File: config.mk
export PLATFORM = sky130hd
export DESIGN_NAME = hilo_muldiv_unit_flat
export DESIGN_NICKNAME = d
export VERILOG_FILES = /design/src/rtl/hilo_muldiv_unit_pkg.sv /design/src/rtl/hilo_muldiv_unit_if.sv /design/src/rtl/hilo_muldiv_unit_decode.sv /design/src/rtl/hilo_muldiv_unit.sv /design/src/flat_wrapper.sv
export SDC_FILE = /design/constraint.sdc
export NUM_CORES = 1
export LEC_CHECK = 0
export CORE_AREA = 2 2 163 165
export CTS_CLUSTER_DIAMETER = 30
export DETAILED_ROUTE_END_ITERATION = 10
export DIE_AREA = 0 0 165 167
export PLACE_DENSITY_LB_ADDON = 0.3
export SYNTH_ARGS = -nofsm -noshare
export SYNTH_HDL_FRONTEND = slang
export SYNTH_HIERARCHICAL = 1
export SYNTH_SLANG_ARGS = --single-unit
File: constraint.sdc
create_clock -name clk -period 5.9 [get_ports clk]
set_clock_uncertainty 0.2 [all_clocks]
set_input_delay 1.18 -clock clk [delete_from_list [all_inputs] [get_ports clk]]
set_output_delay 1.18 -clock clk [all_outputs]
set_load 0.05 [all_outputs]
File: src/rtl/hilo_muldiv_unit_pkg.sv
// Shared definitions for the HI/LO multiply/divide unit: func encodings,
// FSM states and the decoded operation classes.
package muldiv_pkg;

  localparam logic [5:0] FUNC_MFHI  = 6'b010000;
  localparam logic [5:0] FUNC_MTHI  = 6'b010001;
  localparam logic [5:0] FUNC_MFLO  = 6'b010010;
  localparam logic [5:0] FUNC_MTLO  = 6'b010011;
  localparam logic [5:0] FUNC_MULT  = 6'b011000;
  localparam logic [5:0] FUNC_MULTU = 6'b011001;
  localparam logic [5:0] FUNC_DIV   = 6'b011010;
  localparam logic [5:0] FUNC_DIVU  = 6'b011011;

  typedef enum logic [1:0] {
    IDLE = 2'd0,
    RUN  = 2'd1,
    FIX  = 2'd2
  } state_e;

  typedef enum logic [2:0] {
    NONE = 3'd0,
    MF   = 3'd1,
    MT   = 3'd2,
    MUL  = 3'd3,
    DIV  = 3'd4
  } op_class_e;

endpackage

File: src/rtl/hilo_muldiv_unit_if.sv
// Pipeline-side bundle of the HI/LO unit: instruction issue, operands,
// flush, and the stall/status/result signals returned to EX.
interface hilo_muldiv_unit_if #(
  parameter int WIDTH = 32
);
  logic             issue;
  logic [5:0]       func;
  logic [WIDTH-1:0] rs_val;
  logic [WIDTH-1:0] rt_val;
  logic             flush;
  logic             stall;
  logic             busy;
  logic             done;
  logic [WIDTH-1:0] mf_data;
  logic [WIDTH-1:0] hi;
  logic [WIDTH-1:0] lo;

  modport master (
    output issue, func, rs_val, rt_val, flush,
    input  stall, busy, done, mf_data, hi, lo
  );

  modport slave (
    input  issue, func, rs_val, rt_val, flush,
    output stall, busy, done, mf_data, hi, lo
  );
endinterface

File: src/rtl/hilo_muldiv_unit_decode.sv
// Combinational classification of the R-type func field into HI/LO op
// class, signedness and HI-vs-LO select.
module muldiv_decode
  import muldiv_pkg::*;
(
  input  logic [5:0] func,
  output op_class_e  op_class,
  output logic       is_signed,
  output logic       sel_hi
);

  // func field to op class
  always_comb begin
    op_class  = NONE;
    is_signed = 1'b0;
    sel_hi    = 1'b0;
    case (func)
      FUNC_MFHI:  begin op_class = MF;  sel_hi = 1'b1; end
      FUNC_MTHI:  begin op_class = MT;  sel_hi = 1'b1; end
      FUNC_MFLO:  op_class = MF;
      FUNC_MTLO:  op_class = MT;
      FUNC_MULT:  begin op_class = MUL; is_signed = 1'b1; end
      FUNC_MULTU: op_class = MUL;
      FUNC_DIV:   begin op_class = DIV; is_signed = 1'b1; end
      FUNC_DIVU:  op_class = DIV;
      default:    op_class = NONE;
    endcase
  end

endmodule

File: src/rtl/hilo_muldiv_unit.sv
// Iterative shift-add multiplier / restoring divider with private HI/LO
// registers; one bit per cycle, signs stripped on entry and restored in FIX.
module hilo_muldiv_unit
  import muldiv_pkg::*;
#(
  parameter int WIDTH  = 32,
  parameter bit DIV_EN = 1'b1
) (
  input  logic               clk,
  input  logic               rst_n,
  hilo_muldiv_unit_if.slave  bus
);

  localparam int CW = $clog2(WIDTH);
  localparam logic [CW-1:0] CNT_INIT = CW'(WIDTH - 1);

  state_e           state_r, state_nxt;
  logic [CW-1:0]    cnt_r;
  logic [WIDTH-1:0] m_r, q_r, r_r, hi_r, lo_r;
  logic             div_op_r, neg_q_r, neg_r_r, done_r;

  op_class_e        dec_class_s, op_class_s;
  logic             dec_signed_s, dec_sel_hi_s;
  logic             hilo_op_s, busy_s, accept_s, start_s;
  logic             rs_neg_s, rt_neg_s;
  logic [WIDTH-1:0] rs_mag_s, rt_mag_s;
  logic [WIDTH:0]   mul_sum_s, div_shift_s, div_diff_s;
  logic [2*WIDTH-1:0] prod_s, prod_fix_s;
  logic [WIDTH-1:0] quot_fix_s, rem_fix_s;

  muldiv_decode u_decode (
    .func      (bus.func),
    .op_class  (dec_class_s),
    .is_signed (dec_signed_s),
    .sel_hi    (dec_sel_hi_s)
  );

  // operation gating, operand magnitudes and one iteration of the datapath
  always_comb begin
    if (dec_class_s == DIV && !DIV_EN) begin
      op_class_s = NONE;
    end else begin
      op_class_s = dec_class_s;
    end
    hilo_op_s   = (op_class_s != NONE);
    busy_s      = (state_r != IDLE);
    accept_s    = bus.issue && hilo_op_s && !busy_s && !bus.flush;
    start_s     = accept_s && (op_class_s == MUL || op_class_s == DIV);
    rs_neg_s    = dec_signed_s && bus.rs_val[WIDTH-1];
    rt_neg_s    = dec_signed_s && bus.rt_val[WIDTH-1];
    rs_mag_s    = rs_neg_s ? -bus.rs_val : bus.rs_val;
    rt_mag_s    = rt_neg_s ? -bus.rt_val : bus.rt_val;
    mul_sum_s   = {1'b0, r_r} + (q_r[0] ? {1'b0, m_r} : {(WIDTH+1){1'b0}});
    div_shift_s = {r_r, q_r[WIDTH-1]};
    div_diff_s  = div_shift_s - {1'b0, m_r};
    prod_s      = {r_r, q_r};
    prod_fix_s  = neg_q_r ? -prod_s : prod_s;
    quot_fix_s  = neg_q_r ? -q_r : q_r;
    rem_fix_s   = neg_r_r ? -r_r : r_r;
  end

  // FSM state register
  always_ff @(posedge clk or negedge rst_n) begin
    if (!rst_n) begin
      state_r <= IDLE;
    end else begin
      state_r <= state_nxt;
    end
  end

  // FSM next state; flush overrides every transition
  always_comb begin
    state_nxt = state_r;
    case (state_r)
      IDLE:    state_nxt = start_s ? RUN : IDLE;
      RUN:     state_nxt = (cnt_r == {CW{1'b0}}) ? FIX : RUN;
      FIX:     state_nxt = IDLE;
      default: state_nxt = IDLE;
    endcase
    if (bus.flush) begin
      state_nxt = IDLE;
    end else begin
      state_nxt = state_nxt;
    end
  end

  // datapath, counter and HI/LO registers
  always_ff @(posedge clk or negedge rst_n) begin
    if (!rst_n) begin
      cnt_r    <= {CW{1'b0}};
      m_r      <= {WIDTH{1'b0}};
      q_r      <= {WIDTH{1'b0}};
      r_r      <= {WIDTH{1'b0}};
      hi_r     <= {WIDTH{1'b0}};
      lo_r     <= {WIDTH{1'b0}};
      div_op_r <= 1'b0;
      neg_q_r  <= 1'b0;
      neg_r_r  <= 1'b0;
      done_r   <= 1'b0;
    end else begin
      done_r <= 1'b0;
      case (state_r)
        IDLE: begin
          if (accept_s && op_class_s == MT) begin
            if (dec_sel_hi_s) hi_r <= bus.rs_val;
            else              lo_r <= bus.rs_val;
          end
          if (start_s) begin
            m_r      <= rt_mag_s;
            q_r      <= rs_mag_s;
            r_r      <= {WIDTH{1'b0}};
            cnt_r    <= CNT_INIT;
            div_op_r <= (op_class_s == DIV);
            // a zero divisor leaves the all-ones quotient unsigned
            neg_q_r  <= (rs_neg_s ^ rt_neg_s) &&
                        !(op_class_s == DIV && bus.rt_val == {WIDTH{1'b0}});
            neg_r_r  <= rs_neg_s;
          end
        end
        RUN: begin
          cnt_r <= cnt_r - CW'(1);
          if (DIV_EN && div_op_r) begin
            if (!div_diff_s[WIDTH]) begin
              r_r <= div_diff_s[WIDTH-1:0];
              q_r <= {q_r[WIDTH-2:0], 1'b1};
            end else begin
              r_r <= div_shift_s[WIDTH-1:0];
              q_r <= {q_r[WIDTH-2:0], 1'b0};
            end
          end else begin
            r_r <= mul_sum_s[WIDTH:1];
            q_r <= {mul_sum_s[0], q_r[WIDTH-1:1]};
          end
        end
        FIX: begin
          if (!bus.flush) begin
            done_r <= 1'b1;
            if (DIV_EN && div_op_r) begin
              hi_r <= rem_fix_s;
              lo_r <= quot_fix_s;
            end else begin
              hi_r <= prod_fix_s[2*WIDTH-1:WIDTH];
              lo_r <= prod_fix_s[WIDTH-1:0];
            end
          end
        end
        default: cnt_r <= {CW{1'b0}};
      endcase
    end
  end

  assign bus.stall   = bus.issue && hilo_op_s && busy_s;
  assign bus.busy    = busy_s;
  assign bus.done    = done_r;
  assign bus.hi      = hi_r;
  assign bus.lo      = lo_r;
  assign bus.mf_data = (accept_s && op_class_s == MF && dec_sel_hi_s) ? hi_r : lo_r;

endmodule

File: src/flat_wrapper.sv
// flat-port wrapper written by rule: the top's interface ports become plain ports
module hilo_muldiv_unit_flat import muldiv_pkg::*;
#(
  parameter int WIDTH  = 32,
  parameter bit DIV_EN = 1'b1
)
  (clk, rst_n, bus_issue, bus_func, bus_rs_val, bus_rt_val, bus_flush, bus_stall, bus_busy, bus_done, bus_mf_data, bus_hi, bus_lo);
  hilo_muldiv_unit_if #(.WIDTH(WIDTH)) bus_i ();
  input  logic clk;
  input  logic rst_n;
  input wire logic [$bits(bus_i.issue)-1:0] bus_issue;
  input wire logic [$bits(bus_i.func)-1:0] bus_func;
  input wire logic [$bits(bus_i.rs_val)-1:0] bus_rs_val;
  input wire logic [$bits(bus_i.rt_val)-1:0] bus_rt_val;
  input wire logic [$bits(bus_i.flush)-1:0] bus_flush;
  output wire logic [$bits(bus_i.stall)-1:0] bus_stall;
  output wire logic [$bits(bus_i.busy)-1:0] bus_busy;
  output wire logic [$bits(bus_i.done)-1:0] bus_done;
  output wire logic [$bits(bus_i.mf_data)-1:0] bus_mf_data;
  output wire logic [$bits(bus_i.hi)-1:0] bus_hi;
  output wire logic [$bits(bus_i.lo)-1:0] bus_lo;
  assign bus_i.issue = bus_issue;
  assign bus_i.func = bus_func;
  assign bus_i.rs_val = bus_rs_val;
  assign bus_i.rt_val = bus_rt_val;
  assign bus_i.flush = bus_flush;
  assign bus_stall = bus_i.stall;
  assign bus_busy = bus_i.busy;
  assign bus_done = bus_i.done;
  assign bus_mf_data = bus_i.mf_data;
  assign bus_hi = bus_i.hi;
  assign bus_lo = bus_i.lo;
  hilo_muldiv_unit #(.WIDTH(WIDTH), .DIV_EN(DIV_EN)) u_core (.clk(clk), .rst_n(rst_n), .bus(bus_i));
endmodule
# --- Word level (Yosys, flattened, before mapping) ---
# Cells that the tools add are included.
word_totals:
  register_bits: 171
  latch_bits: 0
  ramBits: 0
  rom_bits: 0
  memories: 0
op_classes:
  add_sub_neg: 8
  n_mul: 0
  div: 0
  n_lt_le_gt_ge: 0
  eq_ne: 19
  shifts: 0
  n_mux: 36
  bitwise: 2
  reduce_logical: 34
ops:
  columns: ["operator", "count"]
  rows:
  - ["32-bit 2-to-1 mux", 19]
  - ["32-bit case mux with 2 select lines", 4]
  - ["32-bit negator", 4]
  - ["64-bit 2-to-1 mux", 1]
  - ["64-bit negator", 1]
  - ["6-bit by 5-bit == test with 1-bit output, second input constant", 8]
  - ["32-bit by 33-bit adder with 33-bit output", 1]
  - ["33-bit by 32-bit subtractor with 33-bit output", 1]
  - ["32-bit logical NOT", 1]
  - ["5-bit case mux with 3 select lines", 1]
  - ["1-bit logical AND", 12]
  - ["3-bit case mux with 4 select lines", 1]
  - ["2-bit OR reduction", 6]
  - ["4-bit AND reduction", 2]
  - ["3-bit by 2-bit == test with 1-bit output, second input constant", 2]
  - ["1-bit 2-to-1 mux", 6]
  - ["2-bit by 1-bit inequality test with 1-bit output, second input constant", 3]
  - ["2-bit AND reduction", 3]
  - ["2-bit nonzero test", 3]
  - ["5-bit logical NOT", 1]
  - ["5-bit 2-to-1 mux", 1]
  - ["5-bit by 1-bit subtractor with 5-bit output, second input constant", 1]
  - ["2-bit 2-to-1 mux", 2]
  - ["2-bit inequality test, second input constant", 2]
  - ["other kinds (11)", 13]

# --- Depth between registers and ports, before layout ---
# Gate-level depths: netlist of the first run.
depth:
  ltp_word: 11
  depth_mapped: 15
  mapped_depth_nobuf: 14

# --- Modules after synthesis ---
# The synthesis of the first run kept the hierarchy.
by_module_without_submodules:
  columns: ["mod", "instances", "cells_per_inst", "area_each_um2", "seq_area_each_um2"]
  rows:
  - ["hilo_muldiv_unit", 1, 1843, 14667.8, 4279.1]
  - ["muldiv_decode", 1, 10, 67.6, 0.0]

# --- Worst setup path before layout of the first run ---
# Ideal clock, no wire load.
synth_timing:
  path_type: "input to output"
  start: "input bus_func[5]"
  end: "output bus_mf_data[10]"
  t_arrival_ps: 3285
  t_required_ps: 4520
  slack_ps: 1235
  cell_stages: 6
  cell_sequence: "or3b_1 -> and3b_1 -> nand2_1 -> nor4_1 -> clkbuf_1 -> mux2_2"
synth_between:
  elab_chain_cells: 10
  word_cells_on_any_way: 23
synth_rtl:
  columns: ["element", "line", "rtl"]
  rows:
  - ["start, declared", "flat_wrapper.sv:12", "input wire logic [$bits(bus_i.func)-1:0] bus_func;"]
  - ["6-bit by 5-bit == test with 1-bit output", "hilo_muldiv_unit_decode.sv:17", "case (func)"]
  - ["2-bit OR reduction (no line)", null, null]
  - ["3-bit case mux with 4 select lines *", "hilo_muldiv_unit_decode.sv:17", null]
  - ["via u_core.dec_class_s[0]", "hilo_muldiv_unit.sv:22", "op_class_e dec_class_s, op_class_s;"]
  - ["3-bit nonzero test", "hilo_muldiv_unit.sv:45", "hilo_op_s = (op_class_s != NONE);"]
  - ["1-bit logical AND (3 in series)", "hilo_muldiv_unit.sv:47", "accept_s = bus.issue && hilo_op_s && !busy_s && !bus.flush;"]
  - ["1-bit logical AND * (2 in series)", "hilo_muldiv_unit.sv:157", "assign bus.mf_data = (accept_s && op_class_s == MF && dec_sel_hi_s) ? hi_r : lo_r;"]
  - ["32-bit 2-to-1 mux *", "hilo_muldiv_unit.sv:157", null]
  - ["end, declared", "flat_wrapper.sv:19", "output wire logic [$bits(bus_i.mf_data)-1:0] bus_mf_data;"]
# The timed path passes the listed nets; every way through them passes the cells marked *.

# --- Worst setup path after layout of the first run ---
layout_timing:
  start: "input bus_func[4]"
  end: "output bus_mf_data[19]"
layout_between:
  word_cells_on_any_way: 23
layout_lines:
  columns: ["element", "line", "rtl"]
  rows:
  - ["6-bit by 5-bit == test with 1-bit output", "hilo_muldiv_unit_decode.sv:17", null]
  - ["2-bit OR reduction (no line) *", null, null]
  - ["1-bit 2-to-1 mux *", "hilo_muldiv_unit_decode.sv:17", null]
  - ["via u_core.dec_sel_hi_s", "hilo_muldiv_unit.sv:23", "logic dec_signed_s, dec_sel_hi_s;"]
  - ["1-bit logical AND *", "hilo_muldiv_unit.sv:157", null]
  - ["32-bit 2-to-1 mux *", "hilo_muldiv_unit.sv:157", null]
# Marks and branches as above.

==> impl_metrics.csv, run 1 <==
group,metric,value,unit
worst_hold_path,min_path_type,"register to register",
grt,track_usage,0.3334,
grt,grt_pass1_vias,13630,
synth,yosysWarnings,6,
setup_path,critPathLaunchType,"input port",
setup_path,r2r_start,"u_core/q_r[31]",
clocking,cts_tree,"done",
placed_design,gp_congestion,0.9737,
setup_path,startpoint,"bus_func[4]",
synth,synth-seq-cells,171,
setup_path,crit_chain,"clkdlybuf4s50_1, or3b_1, nor3_1, nand2_1, nor4_2, buf_4, mux2_2, clkdlybuf4s50_1",
synth,yosysTopAreaCell,"dfrtp_1",
setup_path,critPathKind,"input port to primary output",
route,dr.first_iter.drc_count,1628,
setup_path,path_delay_family,"buffers and inverters",
outcome,outcome,"complete, no violations",
synth,synthesis.area,0.01474,sq mm
route,drtPass1Iterations,6,
clocking,clk_latency,0.44,ns
final_layout,final_common_cell,"nor2_1",
floorplan,die-area,0.02756,sq mm
timing,finalHoldViolCount,0,
clocking,cts.sinks,171,
grt,antenna_found_initial,2,
route,vias_per_cell,6.422,
synth,ys_seq_area_frac,0.2904,
timing,fin_crit_sh,0.9060,
final_layout,final_net_count,2103,
synth,synth_top_area_frac,0.2904,
clocking,postCtsSetupBuffers,0,
synth,syn_avg_cell_area,7.952,sq um
timing,tightestPinTransition,1.053,ns
timing,fmax,0.1871,GHz
setup_path,max_stage_delay,0.70,ns
clocking,cts_hold_buf,0,
power,p_leak,7.400,nW
setup_path,cpMaxStageDelayCell,"clkdlybuf4s50_1",
setup_path,crit_buf_inv,3,
clocking,clk_pin_slew,0.07,ns
placed_design,portBuffers,172,
synth,synth_edf_count,0,
clocking,h-tree-depth,4,
setup_path,rr_worst_depth,14,
synth,async_flop_share,1.000,
floorplan,initial_core_util,0.5719,
timing,slew_viol_final,0,
timing,finalSetupViolCount,0,
floorplan,core_area,0.02576,sq mm
timing,timing.final.ws_setup,0.5545,ns
power,power_density,437.8,mW/mm^2
route,routedWlPerCell,20.17,microns
timing,relSlewSlack,0.2973,
route,vias,14820,
power,finalPower,0.007536,W
setup_path,cp-endpoint,"bus_mf_data[19]",
setup_path,cp_common_cell,"clkdlybuf4s50_1",
floorplan,io_pins,173,
job,drv_cap,0,
clocking,post_cts_resized,0,
synth,synthCells,1853,
final_layout,layout-drive-gt1-share,0.07513,
clocking,cts_buffers,17,
synth,synth_ff_type,"dfrtp_1",
final_layout,final_cell_mix,"nor2_1, nand2_1, o21ai_0",
placed_design,dp_slack,0.5764,ns
setup_path,cp_num_cells,8,
synth,synth_area_leaders,"dfrtp_1, o21ai_0, ha_1",
final_layout,final_core_util,0.6681,
grt,grt-ovfl-total,0,
setup_path,cp_max_fo,5,
floorplan,die_h,167,microns
clocking,ctsLongestPathBuffers,2,
final_layout,syn2layout_area_growth,16.81,%
route,postRouteAntennaNets,0,
placed_design,dp_hpwl,34.39,mm
timing,setup_tns,0,ns
power,irDropWorstVdd,0.3031,mV
setup_path,cp.required,4.52,ns
synth,synth_nets,1999,
clocking,root_buffer,"clkbuf_16",
grt,grt_pass1_wl,72.69,mm
setup_path,timing.rr.end,"u_core/r_r[0]",
grt,grt_max_degree,75,
synth,ys_types,77,
setup_path,reg2reg_slack,1.13,ns
setup_path,endpoint_kind,"primary output",
timing,grt_setup_unrepaired,"no",
route,drt_wl_total,46.53,mm
timing,holdWs,0.2808,ns
timing,period_needed,5.346,ns
route,drc,0,
floorplan,die-width,165,microns
setup_path,crit_arrival,3.97,ns
floorplan,num_rows,59,
-- worst min path at each step --
stage / startpoint / end / slack, ns / cells past startpoint
6_report: u_core/m_r[17] / u_core/m_r[17] / 0.28 / 2
5_1_grt: u_core/m_r[15] / u_core/m_r[15] / 0.30 / 2
4_1_cts: u_core/m_r[17] / u_core/m_r[17] / 0.29 / 2
3_5_place_dp: u_core/m_r[17] / u_core/m_r[17] / 0.27 / 2
3_3_place_gp: u_core/m_r[13] / u_core/m_r[13] / 0.26 / 2
2_1_floorplan: u_core/m_r[10] / u_core/m_r[10] / 0.25 / 2
-- tightest hold or removal path, stage by stage (launching register included) --
cell and delay, ns:
dfrtp_1 0.34, nand2_1 0.05, o21ai_0 0.06
-- kinds of logic after synthesis --
family | synth area share
AO/OA/AOI/OAI | 0.2507
XOR/XNOR | 0.09748
adder cells (fa/ha/maj) | 0.06216
buffers and inverters | 0.04509
flip-flops | 0.2904
multiplexers | 0.06878
AND/OR/NAND/NOR | 0.1854
-- registers in the layout (all words and copies together) (netlist names) --
signal	count
u_core/neg_q_r	1
u_core/m_r	32
u_core/bus.hi	32
u_core/state_r	2
u_core/neg_r_r	1
u_core/div_op_r	1
u_core/cnt_r	5
u_core/bus.done	1
u_core/bus.lo	32
u_core/q_r	32
u_core/r_r	32
-- power breakdown --
part	total [W]	internal (W)	switching, W
sequential	0.00205	0.00147	0.000583
clock	0.00112	0.000568	0.000553
combinational	0.00437	0.00181	0.00255
total	0.00754	0.00385	0.00369
-- cell usage after synthesis, types with 10 or more instances --
library cell	count
a21o_1	35
a31oi_1	12
nor2_1	203
nand3_1	16
a21oi_1	167
nor2b_1	12
or3_1	19
o21ai_0	181
o41ai_1	12
dfrtp_1	171
nand2b_1	26
a211oi_1	36
xnor2_1	81
nor3_1	26
inv_1	62
ha_1	70
o21a_1	14
o31ai_1	38
xor2_1	83
nor4_1	23
clkbuf_1	92
o211ai_1	16
nand2_1	185
nand4_1	13
a22oi_1	20
mux2_2	34
mux2i_1	63
and3_1	10
-- through the flow --
stage,area [sq um],instances
global route,17210,2307
detailed placement,16630,2273
finish,17210,2307
floorplan,14740,1853
CTS,17210,2305
global placement,16630,2273
-- cell type report --
class | instances | area [sq um]
fill | 2196 | 8551
clock inverter | 14 | 152.6
multi-input combinational | 1512 | 9862
antenna | 2 | 5.005
inverter | 63 | 236.5
sequential | 171 | 4280
timing repair buffer | 192 | 1828
tap | 335 | 419.2
clock buffer | 18 | 429.2
-- metal layers --
metal / global-route usage / up-vias / part of all wire / wire length [microns]
met4: 0.1372 / 0 / 0.038 / 1764
li1: - / 6918 / - / -
met3: 0.06177 / 127 / 0.10 / 4778
met2: 0.5440 / 855 / 0.47 / 21760
met1: 0.4335 / 6915 / 0.39 / 18220
met5: 0 / - / 0 / 0
Note: power is estimated with default switching activity, not from simulation.
==> run 2, diff against run 1 <==
--- a/config.mk
+++ b/config.mk
@@ -5,11 +5,13 @@
 export SDC_FILE = /design/constraint.sdc
 export NUM_CORES = 1
 export LEC_CHECK = 0
-export CORE_AREA = 2 2 163 165
+export ABC_AREA = 1
+export CORE_AREA = 2 2 176 178
 export CTS_CLUSTER_DIAMETER = 30
 export DETAILED_ROUTE_END_ITERATION = 10
-export DIE_AREA = 0 0 165 167
+export DIE_AREA = 0 0 178 180
 export PLACE_DENSITY_LB_ADDON = 0.3
+export SETUP_SLACK_MARGIN = 0.2
 export SYNTH_ARGS = -nofsm -noshare
 export SYNTH_HDL_FRONTEND = slang
 export SYNTH_HIERARCHICAL = 1
==> run 2 against run 1 <==
The run now ends with max-capacitance violations left. Register-to-register slack better by 1.0 ns. Sequential power down 21%. Sequential share of layout area down 3.8 points. Maximum frequency up 4.9%. Non-clock buffer count down 3. Via count up 48%. Global-route usage up 12 points. Critical path type unchanged. Critical endpoint is now bus_mf_data[3]. Highest routed layer is now met5.
==> impl_metrics.csv, run 2 <==
group,metric,value,unit
synth,syn_avg_cell_area,5.879,sq um
final_layout,syn2layout_area_growth,13.93,%
synth,ys_types,52,
clocking,postCtsSetupBuffers,0,
synth,synth_ff_type,"dfrtp_1",
placed_design,portBuffers,172,
floorplan,initial_core_util,0.5922,
synth,synthesis.area,0.01788,sq mm
setup_path,cp.required,4.52,ns
final_layout,layout-drive-gt1-share,0.05594,
synth,synthCells,3041,
synth,async_flop_share,1.000,
clocking,cts_hold_buf,0,
final_layout,final_common_cell,"nand2_1",
grt,grt-ovfl-total,0,
final_layout,final_net_count,3297,
synth,synth_xor_area_frac,0.01862,
grt,grt_max_degree,99,
synth,synth_area_leaders,"dfrtp_1, nand2_1, nand3_1",
route,drc,0,
synth,synth_top_family_by_area,"simple AND/OR/NAND/NOR gates",
floorplan,die-width,178,microns
grt,grt_pass1_wl,112.9,mm
floorplan,io_pins,173,
setup_path,cp_max_fo,39,
setup_path,cpMaxStageDelayCell,"clkdlybuf4s50_1",
grt,grt_pass1_vias,21160,
synth,ys_seq_area_frac,0.2394,
clocking,cts_tree,"done",
timing,setup_tns,0,ns
synth,synth_top_area_frac,0.2394,
final_layout,stdcell_area,0.02037,sq mm
synth,muxShareOfSynthArea,0.01631,
clocking,post_cts_resized,0,
worst_hold_path,min_path_type,"register to register",
synth,synth_edf_count,0,
clocking,cts.sinks,171,
placed_design,gp_congestion,1.006,
synth,yosysTopAreaCell,"dfrtp_1",
synth,synth_nets,3187,
worst_hold_path,hold_end,"u_core/cnt_r[0]",
floorplan,num_rows,64,
worst_hold_path,worstHoldStart,"u_core/cnt_r[0]",
setup_path,critPathLaunchType,"input port",
power,power_density,272.4,mW/mm^2
synth,synth_compound_area_frac,0.1536,
timing,finalSetupViolCount,0,
setup_path,crit_chain,"clkdlybuf4s50_1, inv_1, nor2_2, nand3_1, nand2_1, inv_1, nand2_1, o21ai_1, nor3_4, nand3_2, buf_4, o21ai_0, buf_12",
clocking,cts_buffers,17,
synth,post-synth-top-count-cell,"nand2_1",
timing,grt_setup_unrepaired,"no",
timing,period_needed,5.096,ns
grt,track_usage,0.4569,
timing,timing.final.ws_setup,0.8038,ns
final_layout,final_cell_mix,"nand2_1, nor2_1, inv_1",
placed_design,dp_slack,0.8794,ns
timing,fin_crit_sh,0.8638,
setup_path,endpoint_kind,"primary output",
setup_path,startpoint,"bus_func[4]",
outcome,outcome,"finished, violations left",
route,vias,21930,
timing,finalHoldViolCount,0,
job,drv_cap,1,
route,dr.first_iter.drc_count,3344,
floorplan,core_area,0.03019,sq mm
power,finalPower,0.005548,W
setup_path,crit_arrival,3.72,ns
timing,fmax,0.1962,GHz
setup_path,timing.rr.end,"u_core/r_r[31]",
setup_path,rr_worst_depth,17,
power,p_leak,10.49,nW
clocking,root_buffer,"clkbuf_16",
setup_path,max_stage_delay,0.49,ns
floorplan,die-area,0.03204,sq mm
power,irDropWorstVdd,0.2192,mV
route,drt_wl_total,73.16,mm
placed_design,dp_hpwl,55.09,mm
route,vias_per_cell,6.157,
outcome,violations,"max-capacitance violations",
grt,antenna_found_initial,5,
synth,synth_commonest_cells,"nand2_1, nor2_1, inv_1",
setup_path,critPathKind,"input port to primary output",
setup_path,r2r_start,"u_core/q_r[31]",
clocking,clk_latency,0.46,ns
final_layout,final_core_util,0.6747,
timing,relSlewSlack,0.01611,
clocking,clk_pin_slew,0.07,ns
route,routedWlPerCell,20.54,microns
synth,synthAdderAreaFrac,0.05123,
clocking,h-tree-depth,4,
route,postRouteAntennaNets,0,
synth,synth-seq-cells,171,
timing,tightestPinTransition,1.465,ns
worst_hold_path,worstHoldPathCells,1,
clocking,ctsLongestPathBuffers,2,
synth,yosysWarnings,6,
floorplan,die_h,180,microns
synth,synthSimpleGateAreaFrac,0.4034,
placed_design,dpl_cell_area,0.01978,sq mm
timing,slew_viol_final,0,
setup_path,reg2reg_slack,2.14,ns
route,drtPass1Iterations,10,
run 2: kinds of logic (layout without fill, tap and decap cells):
family                   count (synthesis)  count (layout)
buffers and inverters                  523             646
AND/OR/NAND/NOR                       1710            1710
AO/OA/AOI/OAI                          501             501
flip-flops                             171             171
adder cells (fa/ha/maj)                 72              72
XOR/XNOR                                38              38
other                                    0               2
multiplexers                            26              26
run 2: layout make-up:
type / instances / area (sq um)
inverter: 425 / 1598
fill: 2734 / 9822
clock inverter: 15 / 151.4
timing repair buffer: 189 / 1883
tap: 396 / 495.5
sequential: 171 / 4284
clock buffer: 17 / 425.4
antenna: 2 / 5.005
multi-input combinational: 2347 / 11520
run 2: routing by layer:
metal  global-route usage  routed length [microns]  vias to the layer above
met5                    0                       27                        -
met4               0.3384                     6264                        4
met3               0.1165                     8274                      443
met2               0.7605                    34030                     1589
met1               0.4983                    24560                     9825
li1                     -                        -                    10070
run 2: worst max-delay path: cells and delay by family:
kind	cells	cell delay, ns
AO/OA/AOI/OAI	2	0.52
buffers and inverters	5	1.09
AND/OR/NAND/NOR	6	0.88
run 2: worst max path at each step:
stage | end | cells after the start | slack (ns)
floorplan | bus_mf_data[11] | 12 | 0.93
global placement | bus_mf_data[6] | 13 | 1.03
detailed placement | bus_mf_data[3] | 13 | 0.88
CTS | bus_mf_data[3] | 13 | 0.88
global route | bus_mf_data[3] | 13 | 0.65
finish | bus_mf_data[3] | 13 | 0.80
run 2: through the flow:
step	hold WS [ns]	cells
floorplan	0.2574	3041
global placement	0.2860	3528
detailed placement	0.3028	3528
CTS	0.3088	3560
global route	0.3306	3562
finish	0.3127	3562
run 2: power by group:
group | total [W] | leakage [nW] | internal (W) | switching (W)
registers | 0.00161 | 1.99 | 0.00132 | 0.000285
logic | 0.00279 | 8.21 | 0.000905 | 0.00189
clock network | 0.00114 | 0.282 | 0.000563 | 0.000580
total | 0.00555 | 10.5 | 0.00279 | 0.00275
